File: src/rtl/core_pkg.sv
// Shared definitions for the 16-bit pipelined core: widths, opcodes and the bubble word.
package core_pkg;

   localparam int unsigned INST_W = 16;
   localparam int unsigned OPC_W  = 4;

   localparam logic [OPC_W-1:0] OP_JUMP   = 4'd11;
   localparam logic [OPC_W-1:0] OP_BRANCH = 4'd12;
   localparam logic [OPC_W-1:0] OP_MUL    = 4'd15;

   // Instruction presented to decode when fetch has nothing valid.
   localparam logic [INST_W-1:0] INST_BUBBLE = 16'h0000;

endpackage

File: src/rtl/fetch_unit_if.sv
// Instruction-memory request/response bus between fetch (master) and memory (slave).
interface fetch_unit_if #(
   parameter int unsigned ADDR_W = 16
);
   import core_pkg::*;

   logic                 imem_req;
   logic [ADDR_W-1:0]    imem_addr;
   logic                 imem_ready;
   logic                 imem_rvalid;
   logic [INST_W-1:0]    imem_rdata;

   modport master (
      output imem_req,
      output imem_addr,
      input  imem_ready,
      input  imem_rvalid,
      input  imem_rdata
   );

   modport slave (
      input  imem_req,
      input  imem_addr,
      output imem_ready,
      output imem_rvalid,
      output imem_rdata
   );

endinterface

File: src/rtl/fetch_fifo.sv
// Prefetch FIFO of {instruction, pc} pairs; clear dominates push/pop, push+pop legal when full.
module fetch_fifo
   import core_pkg::*;
#(
   parameter int unsigned DEPTH  = 2,
   parameter int unsigned ADDR_W = 16,
   localparam int unsigned CntW  = $clog2(DEPTH + 1)
) (
   input  logic              clk,
   input  logic              rst,
   input  logic              clear_i,
   input  logic              push_i,
   input  logic [INST_W-1:0] push_inst_i,
   input  logic [ADDR_W-1:0] push_pc_i,
   input  logic              pop_i,
   output logic [INST_W-1:0] head_inst_o,
   output logic [ADDR_W-1:0] head_pc_o,
   output logic [CntW-1:0]   count_o
);

   localparam int unsigned PtrW = (DEPTH > 1) ? $clog2(DEPTH) : 1;
   localparam logic [PtrW-1:0] LastPtr = PtrW'(DEPTH - 1);

   logic [INST_W-1:0] inst_mem_q [DEPTH];
   logic [ADDR_W-1:0] pc_mem_q   [DEPTH];
   logic [PtrW-1:0]   rd_ptr_q, rd_ptr_d;
   logic [PtrW-1:0]   wr_ptr_q, wr_ptr_d;
   logic [CntW-1:0]   count_q, count_d;
   logic              do_push, do_pop;

   function automatic logic [PtrW-1:0] ptr_inc(input logic [PtrW-1:0] p);
      return (p == LastPtr) ? '0 : p + 1'b1;
   endfunction

   // Pointer and occupancy next-state; a push into a full FIFO needs a simultaneous pop.
   always_comb begin
      do_pop   = pop_i && (count_q != '0);
      do_push  = push_i && ((count_q != DEPTH[CntW-1:0]) || do_pop);
      rd_ptr_d = rd_ptr_q;
      wr_ptr_d = wr_ptr_q;
      count_d  = count_q;
      if (clear_i) begin
         rd_ptr_d = '0;
         wr_ptr_d = '0;
         count_d  = '0;
      end else begin
         if (do_pop)  rd_ptr_d = ptr_inc(rd_ptr_q);
         if (do_push) wr_ptr_d = ptr_inc(wr_ptr_q);
         count_d = count_q + CntW'(do_push) - CntW'(do_pop);
      end
   end

   // Control state, cleared asynchronously.
   always_ff @(posedge clk or posedge rst) begin
      if (rst) begin
         rd_ptr_q <= '0;
         wr_ptr_q <= '0;
         count_q  <= '0;
      end else begin
         rd_ptr_q <= rd_ptr_d;
         wr_ptr_q <= wr_ptr_d;
         count_q  <= count_d;
      end
   end

   // Entry storage; contents are only observed through a valid count.
   always_ff @(posedge clk) begin
      if (do_push && !clear_i) begin
         inst_mem_q[wr_ptr_q] <= push_inst_i;
         pc_mem_q[wr_ptr_q]   <= push_pc_i;
      end
   end

   assign head_inst_o = inst_mem_q[rd_ptr_q];
   assign head_pc_o   = pc_mem_q[rd_ptr_q];
   assign count_o     = count_q;

endmodule

File: src/rtl/fetch_unit.sv
// Instruction-fetch stage: PC, in-order memory requests, wrong-path drop and prefetch buffering.
module fetch_unit
   import core_pkg::*;
#(
   parameter int unsigned       ADDR_W   = 16,
   parameter logic [ADDR_W-1:0] RESET_PC = '0,
   parameter int unsigned       DEPTH    = 2
) (
   input  logic              clk,
   input  logic              rst,
   fetch_unit_if.master      imem,
   input  logic              redirect,
   input  logic [ADDR_W-1:0] redirect_pc,
   input  logic              stall,
   output logic [INST_W-1:0] inst,
   output logic [ADDR_W-1:0] inst_pc,
   output logic              inst_valid
);

   localparam int unsigned CntW  = $clog2(DEPTH + 1);
   // Stale responses can pile up across back-to-back redirects with slow memory.
   localparam int unsigned DropW = CntW + 3;

   logic [ADDR_W-1:0] pc_q, pc_d;
   logic [CntW-1:0]   out_q, out_d;
   logic [DropW-1:0]  drop_q, drop_d;

   logic [CntW-1:0]   fifo_count;
   logic [INST_W-1:0] head_inst;
   logic [ADDR_W-1:0] head_pc;
   logic [CntW:0]     inflight;
   logic [ADDR_W-1:0] resp_pc;
   logic              req_fire, drop_hit, resp_ok, push, pop;

   // Request issue, response classification and output presentation.
   always_comb begin
      inflight       = {1'b0, fifo_count} + {1'b0, out_q};
      imem.imem_req  = !rst && !redirect && (inflight < DEPTH[CntW:0]);
      imem.imem_addr = pc_q;
      req_fire       = imem.imem_req && imem.imem_ready;
      // Older (wrong-path) responses return first, so they are consumed before useful ones.
      drop_hit       = imem.imem_rvalid && (drop_q != '0);
      resp_ok        = imem.imem_rvalid && (drop_q == '0) && (out_q != '0);
      // Oldest useful request: pc_q has already advanced past every issued address.
      resp_pc        = pc_q - ADDR_W'(out_q);
      push           = resp_ok && !redirect;
      inst_valid     = (fifo_count != '0);
      pop            = inst_valid && !stall && !redirect;
      inst           = inst_valid ? head_inst : INST_BUBBLE;
      inst_pc        = inst_valid ? head_pc : '0;
   end

   // PC, in-flight and drop counter next-state; a redirect hands all in-flight work to drop.
   always_comb begin
      pc_d   = pc_q;
      out_d  = out_q;
      drop_d = drop_q;
      if (redirect) begin
         pc_d   = redirect_pc;
         out_d  = '0;
         drop_d = drop_q + DropW'(out_q) - DropW'(drop_hit || resp_ok);
      end else begin
         if (req_fire) pc_d = pc_q + 1'b1;
         out_d  = out_q + CntW'(req_fire) - CntW'(resp_ok);
         drop_d = drop_q - DropW'(drop_hit);
      end
   end

   // Fetch state registers.
   always_ff @(posedge clk or posedge rst) begin
      if (rst) begin
         pc_q   <= RESET_PC;
         out_q  <= '0;
         drop_q <= '0;
      end else begin
         pc_q   <= pc_d;
         out_q  <= out_d;
         drop_q <= drop_d;
      end
   end

   fetch_fifo #(
      .DEPTH  (DEPTH),
      .ADDR_W (ADDR_W)
   ) u_fifo (
      .clk         (clk),
      .rst         (rst),
      .clear_i     (redirect),
      .push_i      (push),
      .push_inst_i (imem.imem_rdata),
      .push_pc_i   (resp_pc),
      .pop_i       (pop),
      .head_inst_o (head_inst),
      .head_pc_o   (head_pc),
      .count_o     (fifo_count)
   );

endmodule

File: src/flat_wrapper.sv
// flat-port wrapper written by rule: the top's interface ports become plain ports
module fetch_unit_flat import core_pkg::*;
#(
   parameter int unsigned       ADDR_W   = 16,
   parameter logic [ADDR_W-1:0] RESET_PC = '0,
   parameter int unsigned       DEPTH    = 2
)
  (clk, rst, redirect, redirect_pc, stall, inst, inst_pc, inst_valid, imem_imem_req, imem_imem_addr, imem_imem_ready, imem_imem_rvalid, imem_imem_rdata);
  fetch_unit_if #(.ADDR_W(ADDR_W)) imem_i ();
  input  logic clk;
  input  logic rst;
  input  logic redirect;
  input  logic [ADDR_W-1:0] redirect_pc;
  input  logic stall;
  output logic [INST_W-1:0] inst;
  output logic [ADDR_W-1:0] inst_pc;
  output logic inst_valid;
  output wire logic [$bits(imem_i.imem_req)-1:0] imem_imem_req;
  output wire logic [$bits(imem_i.imem_addr)-1:0] imem_imem_addr;
  input wire logic [$bits(imem_i.imem_ready)-1:0] imem_imem_ready;
  input wire logic [$bits(imem_i.imem_rvalid)-1:0] imem_imem_rvalid;
  input wire logic [$bits(imem_i.imem_rdata)-1:0] imem_imem_rdata;
  assign imem_imem_req = imem_i.imem_req;
  assign imem_imem_addr = imem_i.imem_addr;
  assign imem_i.imem_ready = imem_imem_ready;
  assign imem_i.imem_rvalid = imem_imem_rvalid;
  assign imem_i.imem_rdata = imem_imem_rdata;
  fetch_unit #(.ADDR_W(ADDR_W), .RESET_PC(RESET_PC), .DEPTH(DEPTH)) u_core (.clk(clk), .rst(rst), .imem(imem_i), .redirect(redirect), .redirect_pc(redirect_pc), .stall(stall), .inst(inst), .inst_pc(inst_pc), .inst_valid(inst_valid));
endmodule
File: config.mk
export PLATFORM = sky130hd
export DESIGN_NAME = fetch_unit_flat
export DESIGN_NICKNAME = d
export VERILOG_FILES = /design/src/rtl/core_pkg.sv /design/src/rtl/fetch_unit_if.sv /design/src/rtl/fetch_fifo.sv /design/src/rtl/fetch_unit.sv /design/src/flat_wrapper.sv
export SDC_FILE = /design/constraint.sdc
export NUM_CORES = 1
export LEC_CHECK = 0
export ABC_AREA = 0
export CAP_MARGIN = 20
export CORE_MARGIN = 3
export CORE_UTILIZATION = 60
export CTS_BUF_LIST = sky130_fd_sc_hd__clkbuf_8
export CTS_CLUSTER_SIZE = 10
export DETAILED_ROUTE_END_ITERATION = 16
export DONT_BUFFER_PORTS = 1
export PLACE_DENSITY = 0.79
export REMOVE_ABC_BUFFERS = 1
export SYNTH_ARGS = -nofsm -noshare
export SYNTH_HDL_FRONTEND = slang
export SYNTH_SLANG_ARGS = --single-unit
File: constraint.sdc
create_clock -name clk -period 3.9 [get_ports clk]
set_input_delay 0.585 -clock clk [delete_from_list [all_inputs] [get_ports clk]]
set_output_delay 0.585 -clock clk [all_outputs]
set_load 0.01 [all_outputs]
==> Word-level counts from Yosys, hierarchy flattened <==
Memories as Yosys holds them, arrays and structs flattened.
Cells that the tools add are included.
{ "classes": {"n_reduce_logical": 24, "n_addsub": 12, "n_eq_ne": 1, "order_cmp": 1, "n_mux": 15} }
{ "ops": {"columns": ["op", "count"], "rows": [
  ["16-bit 2-to-1 mux", 4],
  ["16-bit by 1-bit adder with 16-bit output, second input constant", 1],
  ["16-bit by 2-bit subtractor with 16-bit output", 1],
  ["1-bit logical AND", 12],
  ["2-bit nonzero test", 5],
  ["5-bit by 1-bit subtractor with 5-bit output", 2],
  ["1-bit 2-to-1 mux", 8],
  ["5-bit by 2-bit adder with 5-bit output", 1],
  ["5-bit zero test", 1],
  ["5-bit 2-to-1 mux", 1],
  ["5-bit nonzero test", 1],
  ["2-bit by 1-bit adder with 2-bit output", 2],
  ["2-bit 2-to-1 mux", 2],
  ["2-bit by 1-bit subtractor with 2-bit output", 2],
  ["2-bit by 2-bit adder with 3-bit output", 1],
  ["1-bit zero test", 3],
  ["3-bit by 2-bit less-than comparator with 1-bit output, second input constant", 1],
  ["1-bit adder, second input constant", 2],
  ["1-bit logical OR", 2],
  ["2-bit inequality test, second input constant", 1]
]} }
{ "word_totals": {"inputBits": 38, "wordCells": 61, "memories": 2, "register_bits": 27, "ramBits": 64} }
{ "memory_table": {"columns": ["name", "words", "word_bits", "read_ports", "rd_clocked_by_memory_dff", "write_ports", "line", "rtl"], "rows": [
  ["u_core.u_fifo.inst_mem_q", 2, 16, 1, 0, 1, "fetch_fifo.sv:24", "logic [INST_W-1:0] inst_mem_q [DEPTH];"],
  ["u_core.u_fifo.pc_mem_q", 2, 16, 1, 0, 1, "fetch_fifo.sv:25", "logic [ADDR_W-1:0] pc_mem_q [DEPTH];"]
]} }

==> Logic depth before layout (Yosys ltp) <==
Gate-level depths: netlist of the first run.
{ "logic_depth": {"word_depth": 9, "depth_mapped": 14, "mapped_depth_nobuf": 14} }

==> By module <==
Synthesis of the first run repeated with hierarchy kept, for this count alone.
{ "unflattened": {"hier_cells": 387, "area_unflattened_um2": 4704.5} }
{ "by_module_without_submodules": {"columns": ["module", "cells_each", "area_per_inst_um2", "n_inst", "seq_area_each_um2"], "rows": [
  ["fetch_fifo", 122, 2544.9, 1, 2021.9],
  ["fetch_unit", 265, 2159.6, 1, 575.6]
]} }

==> Least setup slack after synthesis of the first run <==
No wires, ideal clock.
{ "synth_path": {"path_kind": "register -> register", "from": "register u_core.drop_q[3]", "to": "memory u_core.u_fifo.inst_mem_q[0][0] (enable)", "setup_time_ps": 421, "path_buffers": 1, "t_required_ps": 3479, "t_arrival_ps": 2872, "slack_ps": 607, "path_stages_with_launch": 8, "path_cell_list": "dfrtp_1 inv_1 ha_1 nor4b_2 nand3b_1 or3_1 clkbuf_1 nor2_1"} }
{ "synth_via": {"elab_chain_len": 8} }
{ "synth_rtl": {"columns": ["item", "line", "rtl"], "rows": [
  ["from (decl)", "fetch_unit.sv:26", "logic [DropW-1:0] drop_q, drop_d;"],
  ["from (signal assigned)", "fetch_unit.sv:78", "drop_q <= drop_d;"],
  ["5-bit zero test", "fetch_unit.sv:43", "resp_ok = imem.imem_rvalid && (drop_q == '0) && (out_q != '0);"],
  ["1-bit logical AND (2 in series)", "fetch_unit.sv:43", null],
  ["1-bit logical AND", "fetch_unit.sv:46", "push = resp_ok && !redirect;"],
  ["1-bit logical AND", "fetch_fifo.sv:38", "do_push = push_i && ((count_q != DEPTH[CntW-1:0]) || do_pop);"],
  ["1-bit logical AND", "fetch_fifo.sv:68", "if (do_push && !clear_i) begin"],
  ["1-bit 2-to-1 mux", "fetch_fifo.sv:68", null],
  ["1-bit 2-to-1 mux (not written as such)", "fetch_fifo.sv:69", "inst_mem_q[wr_ptr_q] <= push_inst_i;"],
  ["to (decl)", "fetch_fifo.sv:24", null]
]} }
No other way between the ends.

==> Worst setup path in the final report of the first run <==
{ "layout_path": {"from": "register u_core.drop_q[3]", "to": "register u_core.drop_q[4]"} }
{ "layout_via": {"elab_chain_len": 6, "word_cells_on_any_way": 10} }
{ "layout_rtl": {"columns": ["item", "line", "rtl"], "rows": [
  ["parallel branches: the longest is 5 deep, another holds 5-bit by 2-bit adder with 5-bit output", null, null],
  ["5-bit 2-to-1 mux *", "fetch_unit.sv:58", "if (redirect) begin"],
  ["net u_core.drop_d[4]", "fetch_unit.sv:26", null]
]} }
Mark *: on every way through the listed nets, which the timed path passes.
A chain may end at the register's enable or synchronous reset.

==> summary.txt, run 1 <==
Synth
  – Synth warnings: 0
  – Mapped Area: 0.00455 mm2
  – Post-synth EDFFs: 64
  – Cell taking the most area after synthesis: edfxtp_1
  – Synth Flop Type: edfxtp_1
  – Async SR Flop Fraction: 0.297
  – Syn Area/Cell: 11.7 um2
  – Area contributors post-synth: edfxtp_1, dfrtp_1, mux2i_1
  – Yosys cell types: 48
  – Synth cell count leaders: edfxtp_1, nor2_1, mux2i_1
  – Post-Syn Instances: 389
  – Number of synthesized register bits: 91
  – Top-area cell type share of the netlist area: 0.422
  – Count leader, synth: edfxtp_1
  – Register area share after synthesis: 0.570

Clock tree
  – CTS tree: yes
  – Sink Count: 91
  – Max Buffers Root-to-Sink: 2
  – PostCTS Resize Cnt: 0
  – Clock Root Buffer: clkbuf_8
  – Clk slew on worst S/H paths: 0.09 ns
  – CTS H-Tree Depth: 3
  – Post-CTS setup buffer count: 0
  – Skew-Pair Late Insertion Delay: 0.36 ns
  – CTS Buf Count: 9
  – Hold Buf Count CTS: 0

Timing
  – Peak Freq: 0.336 GHz
  – Slew @ Worst Pin: 0.937 ns
  – Max_slew headroom: 0.375
  – Post-route setup TNS: 0 ns
  – Fin. Hold Viols: 0
  – RSZ-0062 raised after global routing: false
  – Final Max Tran Viols: 0
  – Period utilization: 0.763
  – Setup WS post-layout: 0.925 ns
  – Crit path time final: 2.97 ns
  – Final clock skew: 0.0124 ns
  – Final setup vio count: 0

Routing
  – Total number of vias: 2873
  – Post-route antenna net violation count: 0
  – DR iter-0 viols: 153
  – Routed len/inst: 16.8 um
  – Final wirelength: 8200 um
  – First-pass detailed-route iteration total: 4
  – DRC: 0
  – Vias/cell: 5.89

GRT
  – Largest net degree at the start of global routing: 43
  – Overflow after GRT: 0
  – Vias in the first global route: 2775
  – Total track usage: 0.198
  – First-pass GRT wire length: 13400 um
  – Initial antenna violation count: 0

Placed design
  – IO Port Bufs: 0
  – Place WS: 0.952 ns
  – RD Place Congestion: 0.900
  – Post-DP HPWL: 5600 um

Cells and area
  – Multi-input logic area: 0.00177 mm2
  – Filler cell count: 559
  – Antenna diode count: 0
  – Area delta synth->final: 6.65%
  – Layout Nets: 442
  – Sequential Area: 0.00260 mm2
  – Fraction of layout cells with a size suffix above 1: 0.0848

Worst hold path
  – HP Class: input port to asynchronous set/reset pin

Floorplanning
  – DIE AREA: 0.00867 mm2
  – Core Area: 0.00729 mm2
  – Starting Density: 0.625
  – Row cnt: 31
  – Top Ports: 88
  – Die Ht: 93.1 um
  – DIE WIDTH: 93.1 um

Power
  – Lkg Pwr: 1.82 nW
  – Maximum VDD drop: 0.325 mV
  – P per Cell Area: 463 mW/mm2

Worst setup path
  – Critical path endpoint category: flop
  – CP required: 4.14 ns
  – Critical-path maximum fanout: 6
  – Critical path arrival: 3.22 ns
  – Kind of critical path: flop to flop
  – CP Launch Type: flop

Run
  – Maxcap violations: 0

Outcome
  – Status: complete, no violations
-- logic make-up after synthesis --
kind of cell             share of synthesized area
AO/OA/AOI/OAI                               0.0643
XOR/XNOR                                    0.0442
adder cells (fa/ha/maj)                     0.0599
buffers and inverters                       0.0434
flip-flops                                   0.570
multiplexers                                0.0725
AND/OR/NAND/NOR                              0.145
-- final cells by class --
cell class                 instances  area share
clock buffer                       9      0.0255
tap                               99      0.0255
multi-input combinational        251       0.364
inverter                          27      0.0209
sequential                        91       0.535
timing repair buffer               4      0.0103
clock inverter                     7      0.0191
-- per-stage QoR --
stage                     instance area, um2  std cells  total power [mW]  utilization  hold WS, ns
final                                   4860        488              2.25        0.666       0.0240
after global routing                    4860        488              2.37        0.666      0.00222
after CTS                               4830        487              2.26        0.662        0.272
after detailed placement                4610        471              1.59        0.633        0.517
after global placement                  4610        471              1.57        0.633        0.501
after floorplan                         4460        369              1.49            -        0.466
-- path summary, 6_finish.rpt --
check	from	endpoint	slack (ns)	depth (start not counted)
max in group asynchronous	rst	u_core.u_fifo.rd_ptr_q$_DFFE_PP0P_	3.48	2
setup / recovery	u_core.drop_q[3]$_DFF_PP0_	u_core.drop_q[4]$_DFF_PP0_	0.93	14
hold / removal	rst	u_core.drop_q[0]$_DFF_PP0_	0.02	1
hold reg to reg	u_core.u_fifo.wr_ptr_q$_DFFE_PP0P_	u_core.u_fifo.wr_ptr_q$_DFFE_PP0P_	0.53	1
setup reg to reg	u_core.drop_q[3]$_DFF_PP0_	u_core.drop_q[4]$_DFF_PP0_	0.93	14
min in group clk	redirect	u_core.u_fifo.count_o[0]$_DFF_PP0_	0.30	1
-- registers in the layout, summed over array words and instances (netlist names) --
signal and flops:
u_core.u_fifo.count_o 2, u_core.imem.imem_addr 16, u_core.u_fifo.rd_ptr_q 1, u_core.u_fifo.wr_ptr_q 1, u_core.u_fifo.inst_mem_q 32, u_core.drop_q 5, u_core.u_fifo.pc_mem_q 32, u_core.out_q 2
-- layout by cell type, fill, tap and decap left out, types with 4 or more instances in the layout --
cell / instances
edfxtp_1: 64
ha_1: 17
a21oi_1: 6
nor4_1: 4
o21ai_0: 16
inv_1: 26
nor2_1: 51
nor3_1: 7
nand3_1: 9
clkbuf_8: 9
and2_1: 4
dfrtp_1: 26
xor2_1: 11
mux2i_1: 33
xnor2_1: 12
nand2_1: 26
o311ai_0: 4
-- report_power, final --
part           internal, mW  switching, mW  total (mW)
logic                 0.188          0.210       0.398
clock network         0.314          0.358       0.672
registers              1.09         0.0880        1.18
-- worst max-delay path, stage by stage, from the launching register on --
cell      delay [ns]
dfrtp_1         0.45
inv_1           0.13
ha_1            0.18
nor4b_2         0.27
a21boi_0        0.14
ha_1            0.29
inv_1           0.06
ha_1            0.15
inv_1           0.06
fa_1            0.40
inv_1           0.07
a21oi_1         0.07
o32ai_1         0.32
nor3_1          0.13
xnor2_1         0.14
-- per-layer routing --
| layer | track usage | wire [um] | vias up |
|---|---|---|---|
| met4 | 0.0696 | 78 | 0 |
| li1 | - | - | 1368 |
| met3 | 0.0619 | 776 | 8 |
| met1 | 0.258 | 3430 | 1361 |
| met2 | 0.314 | 3920 | 136 |
| met5 | 0 | 0 | - |
Power figures use the tool's default switching activity.
==> run 2, diff against run 1 <==
==> constraint.sdc (replaced) <==
create_clock -name clk -period 2.9 [get_ports clk]
set_input_delay 0.435 -clock clk [delete_from_list [all_inputs] [get_ports clk]]
set_output_delay 0.435 -clock clk [all_outputs]
set_load 0.01 [all_outputs]
==> run 2 against run 1 <==
  * Count of clock-buffer cells in the layout is the same
  * Combinational power grew 57%
  * Clock skew shrank 0.00069 ns
  * Global-route usage grew 0.68 points
  * Total power grew 33%
  * Worst hold slack gained 0.13 ns
  * Setup slack lost 0.76 ns
  * Critical path depth is the same
  * First-iteration DRC count shrank 11%
  * Flip-flop and latch count is the same
  * Register-to-register slack lost 0.76 ns
  * Clock power grew 15%
==> summary.txt, run 2 (synthesized netlist as in run 1, its figures left out) <==
Outcome
  – Status: complete, no violations

Worst setup path
  – Crit path largest cell delay: 0.44 ns
  – CP required: 3.14 ns
  – Reg-to-Reg Start: u_core.drop_q[3]$_DFF_PP0_
  – Critical-path maximum fanout: 4
  – Most used cell, CP: inv_1
  – Critical path arrival: 2.97 ns
  – Critical path endpoint category: flop
  – CP Launch Type: flop
  – Worst-path cell chain: inv_1, ha_1, nor4b_4, a21boi_0, ha_1, inv_1, ha_1, inv_1, fa_1, inv_1, a21oi_2, o32ai_2, nor3_2, xnor2_1
  – Worst setup startpoint: u_core.drop_q[3]$_DFF_PP0_
  – Kind of critical path: flop to flop
  – Slowest-stage cell, CP: dfrtp_2

GRT
  – Overflow after GRT: 0
  – Vias in the first global route: 2839
  – Total track usage: 0.205
  – Initial antenna violation count: 0
  – Largest net degree at the start of global routing: 43
  – First-pass GRT wire length: 13700 um

Placed design
  – IO Port Bufs: 0
  – Post-DP HPWL: 5800 um
  – Place WS: 0.0329 ns
  – RD Place Congestion: 0.812
  – Placed insts: 474
  – Post-DP Area: 0.00466 mm2

Cells and area
  – Commonest non-fill, non-tap cell in the layout: edfxtp_1
  – Post-route cell area: 0.00490 mm2
  – Filler cell count: 555
  – Antenna diode count: 0
  – Area delta synth->final: 7.69%
  – Post-Layout Cell Count: 493
  – Most frequent cells in the layout: edfxtp_1, nor2_1, mux2i_1, nand2_1
  – Layout Nets: 447
  – Fraction of layout cells with a size suffix above 1: 0.107

Power
  – Net Switching: 0.894 mW
  – Maximum VDD drop: 0.494 mV
  – Combinational power share: 0.209
  – P per Cell Area: 609 mW/mm2
  – Switching power share of the total: 0.299
  – Lkg Pwr: 1.84 nW
  – Proportion of power drawn by the clock network: 0.259
  – Pint: 2.09 mW
  – Sequential power share: 0.531

Clock tree
  – Skew-Pair Late Insertion Delay: 0.35 ns
  – Clock Root Buffer: clkbuf_8
  – Max Buffers Root-to-Sink: 2
  – Clk slew on worst S/H paths: 0.09 ns
  – Sink Count: 91
  – CTS Buf Count: 9
  – CTS H-Tree Depth: 3
  – CTS tree: yes

Timing
  – Peak Freq: 0.366 GHz
  – Fin. Hold Viols: 0
  – Final Max Tran Viols: 0
  – Setup WS post-layout: 0.169 ns
  – Final setup vio count: 0
  – Crit path time final: 2.73 ns
  – Period utilization: 0.942
  – Slew @ Worst Pin: 0.933 ns
  – Final clock skew: 0.0117 ns
  – Max_slew headroom: 0.378

Routing
  – Total number of vias: 2857
  – First-pass detailed-route iteration total: 4
  – Final wirelength: 8430 um
  – Post-route antenna net violation count: 0
  – DR iter-0 viols: 136
  – Routed len/inst: 17.1 um
  – Vias/cell: 5.80
  – DRC: 0

Floorplanning
  – Row cnt: 31
  – Starting Density: 0.625
  – Die Ht: 93.1 um
  – DIE WIDTH: 93.1 um
  – Core Area: 0.00729 mm2
  – Top Ports: 88
  – DIE AREA: 0.00867 mm2

Worst hold path
  – Hold_sp: redirect
  – HP Class: input port to flop

Run
  – Maxcap violations: 0
## run 2: cell count changes in the layout (fill, tap and decap cells not counted), sizes merged
cell | before | now
clkinv | 2 | 5
inv | 31 | 28
clkinvlp | 0 | 1
buf | 4 | 8
bufinv | 1 | 0
dlygate4sd3 | 0 | 1
## run 2: layout make-up
type	count	area, um2	area share
clock buffers	9	124	0.0253
clock inverters	7	53.8	0.0110
inverters	27	101	0.0207
multi-input cells	251	1810	0.368
flip-flops and latches	91	2600	0.530
well taps	99	124	0.0253
repair buffers	9	95.1	0.0194
## run 2: worst max-delay path: cells and delay by family, from the launching register on
kind                       cells  cell delay [ns]
adders and majority gates      4             1.02
DFF                            1             0.44
AOI/OAI and AO/OA              3             0.43
and+or+nand+nor                2             0.31
buffers and inverters          4             0.31
xor gates and xnor gates       1             0.12
## run 2: final timing paths
check	endpoint	slack, ns	cells past startpoint
min in group asynchronous	u_core.imem.imem_addr[1]$_DFFE_PP0P_	0.44	2
max in group asynchronous	u_core.u_fifo.rd_ptr_q$_DFFE_PP0P_	1.88	3
hold reg to reg	u_core.u_fifo.wr_ptr_q$_DFFE_PP0P_	0.53	1
hold / removal	u_core.out_q[0]$_DFF_PP0_	0.15	1
setup reg to reg	u_core.drop_q[4]$_DFF_PP0_	0.17	14
setup / recovery	u_core.drop_q[4]$_DFF_PP0_	0.17	14
## run 2: timing repair
item,4_1_cts,5_1_grt
endpoints found under the hold margin,6,0
gates resized for setup,0,8
buffers inserted,0,2
endpoints found under the setup margin,0,1
hold buffers,1,0
## run 2: power groups by stage
stage | Combinational (mW) | Clock, mW | Sequential, mW
after detailed placement | 0.529 | 0 | 1.61
after global placement | 0.506 | 0 | 1.60
after floorplan | 0.428 | 0 | 1.58
final | 0.625 | 0.774 | 1.59
after CTS | 0.540 | 0.797 | 1.58
after global routing | 0.709 | 0.849 | 1.60
## run 2: stage by stage
| stage | utilization | hold WS, ns | power, mW | setup TNS, ns |
|---|---|---|---|---|
| 6_report | 0.673 | 0.151 | 2.99 | 0 |
| 5_1_grt | 0.673 | 0.116 | 3.16 | -0.00896 |
| 4_1_cts | 0.665 | 0.125 | 2.92 | 0 |
| 3_5_place_dp | 0.639 | 0.260 | 2.14 | 0 |
| 3_3_place_gp | 0.639 | 0.264 | 2.11 | 0 |
| 2_1_floorplan | - | 0.466 | 2.01 | -22.15 |
## run 2: metal layers
layer	vias up	wire [um]	GRT usage
met5	-	0	0
met4	0	82	0.0781
met3	6	683	0.0611
met2	95	4110	0.324
met1	1373	3550	0.267
li1	1383	-	-
==> run 3, diff against run 2 <==
--- a/config.mk
+++ b/config.mk
@@ -7,13 +7,16 @@
 export LEC_CHECK = 0
 export ABC_AREA = 0
 export CAP_MARGIN = 20
+export CELL_PAD_IN_SITES_DETAIL_PLACEMENT = 0
+export CELL_PAD_IN_SITES_GLOBAL_PLACEMENT = 2
 export CORE_MARGIN = 3
-export CORE_UTILIZATION = 60
+export CORE_UTILIZATION = 43
 export CTS_BUF_LIST = sky130_fd_sc_hd__clkbuf_8
 export CTS_CLUSTER_SIZE = 10
 export DETAILED_ROUTE_END_ITERATION = 16
 export DONT_BUFFER_PORTS = 1
-export PLACE_DENSITY = 0.79
+export MAX_ROUTING_LAYER = met4
+export PLACE_DENSITY = 0.85
 export REMOVE_ABC_BUFFERS = 1
 export SYNTH_ARGS = -nofsm -noshare
 export SYNTH_HDL_FRONTEND = slang
==> run 3 against run 2 <==
  * Combinational power fell by 9.4%
  * Cell count rose by 7.1%
  * Flip-flop and latch count did not move
  * Maximum frequency rose by 1.4%
  * Die area rose by 37%
  * Setup slack improved by 0.038 ns
  * Routed wire length rose by 6.6%
  * Register-to-register slack improved by 0.04 ns
  * Largest power group unchanged
  * Sequential power barely moved
  * Core utilization fell by 18 points
==> summary.txt, run 3 (synthesized netlist as in run 1, its figures left out) <==
Routing
  – DR iter-0 viols: 112
  – Total number of vias: 2821
  – DRC: 0
  – Routed len/inst: 17.0 um
  – Post-route antenna net violation count: 0
  – Vias/cell: 5.34
  – First-pass detailed-route iteration total: 4
  – Final wirelength: 8990 um

Clock tree
  – Max Buffers Root-to-Sink: 2
  – Sink Count: 91
  – CTS tree: yes
  – Skew-Pair Late Insertion Delay: 0.35 ns
  – Clk slew on worst S/H paths: 0.09 ns
  – CTS H-Tree Depth: 3
  – Clock Root Buffer: clkbuf_8
  – CTS Buf Count: 9

GRT
  – Total track usage: 0.161
  – Vias in the first global route: 2800
  – Largest net degree at the start of global routing: 43
  – Initial antenna violation count: 0
  – Overflow after GRT: 0
  – First-pass GRT wire length: 14300 um

Cells and area
  – Most frequent cells in the layout: edfxtp_1, nor2_1, mux2i_1, inv_1, nand2_1
  – Commonest non-fill, non-tap cell in the layout: edfxtp_1
  – Post-Layout Cell Count: 528
  – Area delta synth->final: 8.46%
  – Layout Nets: 448
  – Antenna diode count: 0
  – Fraction of layout cells with a size suffix above 1: 0.0962
  – Filler cell count: 907

Floorplanning
  – Top Ports: 88
  – Die Ht: 109 um
  – DIE AREA: 0.0119 mm2
  – Row cnt: 36
  – Core Area: 0.0100 mm2
  – DIE WIDTH: 109 um
  – Starting Density: 0.453

Timing
  – Max_slew headroom: 0.348
  – Crit path time final: 2.69 ns
  – Slew @ Worst Pin: 0.977 ns
  – Peak Freq: 0.371 GHz
  – Final clock skew: 0.0129 ns
  – Period utilization: 0.928
  – RSZ-0062 raised after global routing: false
  – Fin. Hold Viols: 0
  – Post-route setup TNS: 0 ns
  – Final Max Tran Viols: 0
  – Final setup vio count: 0

Worst setup path
  – CP required: 3.14 ns
  – Critical-path maximum fanout: 4
  – Reg-to-Reg Start: u_core.drop_q[3]$_DFF_PP0_
  – Cell count of the worst reg-to-reg path: 14
  – Critical path endpoint category: flop
  – R2R Setup Slk: 0.21 ns
  – Critical path arrival: 2.93 ns
  – Kind of critical path: flop to flop
  – CP Launch Type: flop
  – R2R Path End: u_core.drop_q[4]$_DFF_PP0_

Placed design
  – RD Place Congestion: 0.799
  – Placed insts: 509
  – Post-DP HPWL: 6170 um
  – IO Port Bufs: 0

Power
  – Maximum VDD drop: 0.255 mV
  – Lkg Pwr: 1.84 nW
  – P per Cell Area: 608 mW/mm2

Worst hold path
  – Hold depth: 1
  – Hold_sp: redirect
  – Hold EP: u_core.out_q[0]$_DFF_PP0_
  – HP Class: input port to flop

Run
  – Maxcap violations: 0

Outcome
  – Status: complete, no violations
==> run 3: final cells by class <==
cell class | instances | area (um2) | area share
Sequential cell | 91 | 2600 | 0.526
Multi-Input combinational cell | 251 | 1780 | 0.359
Tap cell | 133 | 166 | 0.0337
Clock buffer | 9 | 124 | 0.0251
Timing Repair Buffer | 10 | 103 | 0.0208
Inverter | 27 | 101 | 0.0205
Clock inverter | 7 | 70.1 | 0.0142
==> run 3: where the power goes <==
| group | total, mW | leakage, nW | switching, mW | internal (mW) |
|---|---|---|---|---|
| clock | 0.848 | 0.0984 | 0.450 | 0.397 |
| combinational | 0.566 | 0.833 | 0.289 | 0.278 |
| sequential | 1.59 | 0.910 | 0.120 | 1.47 |
==> run 3: how the worst max path moves through the flow <==
stage / start / endpoint / depth (start not counted)
2_1_floorplan: u_core.drop_q[3]$_DFF_PP0_ / u_core.u_fifo.inst_mem_q[0][0]$_DFFE_PP_ / 6
3_3_place_gp: u_core.drop_q[3]$_DFF_PP0_ / u_core.drop_q[4]$_DFF_PP0_ / 14
3_5_place_dp: u_core.drop_q[3]$_DFF_PP0_ / u_core.drop_q[4]$_DFF_PP0_ / 14
4_1_cts: u_core.drop_q[3]$_DFF_PP0_ / u_core.drop_q[4]$_DFF_PP0_ / 14
5_1_grt: u_core.drop_q[3]$_DFF_PP0_ / u_core.drop_q[4]$_DFF_PP0_ / 14
6_report: u_core.drop_q[3]$_DFF_PP0_ / u_core.drop_q[4]$_DFF_PP0_ / 14
==> run 3: routing by layer <==
metal,track usage,share of wire,up-vias
met4,0.0442,0.0072,0
met2,0.258,0.48,79
met3,0.0485,0.079,5
met1,0.200,0.44,1358
li1,-,-,1379
met5,-,0,-
==> run 3: timing repair <==
item,4_1_cts,5_1_grt
hold endpoints to repair,4,0
hold buffers,1,0
resized for setup,0,4
endpoints found under the setup margin,0,1
setup buffers,0,2
==> run 3: critical path: stages (launching register included) <==
cell      delay (ns)
dfrtp_2         0.43
inv_1           0.11
ha_1            0.18
nor4b_4         0.21
a21boi_1        0.10
ha_1            0.27
inv_1           0.06
ha_1            0.15
inv_1           0.06
fa_1            0.39
inv_1           0.07
a21oi_1         0.07
o32ai_1         0.23
nor3_1          0.11
xnor2_1         0.14
==> run 3: per-stage QoR <==
stage           util  setup slack (ns)  hold WS [ns]  area [um2]  power (mW)
3_3_place_gp   0.469             0.173         0.234        4710        2.13
5_1_grt        0.492            0.0264         0.130        4940        3.18
3_5_place_dp   0.469            0.0763         0.239        4710        2.15
6_report       0.492             0.207         0.164        4940        3.00
4_1_cts        0.489            0.0576         0.130        4910        3.00
2_1_floorplan      -            -0.346         0.466        4460        2.01
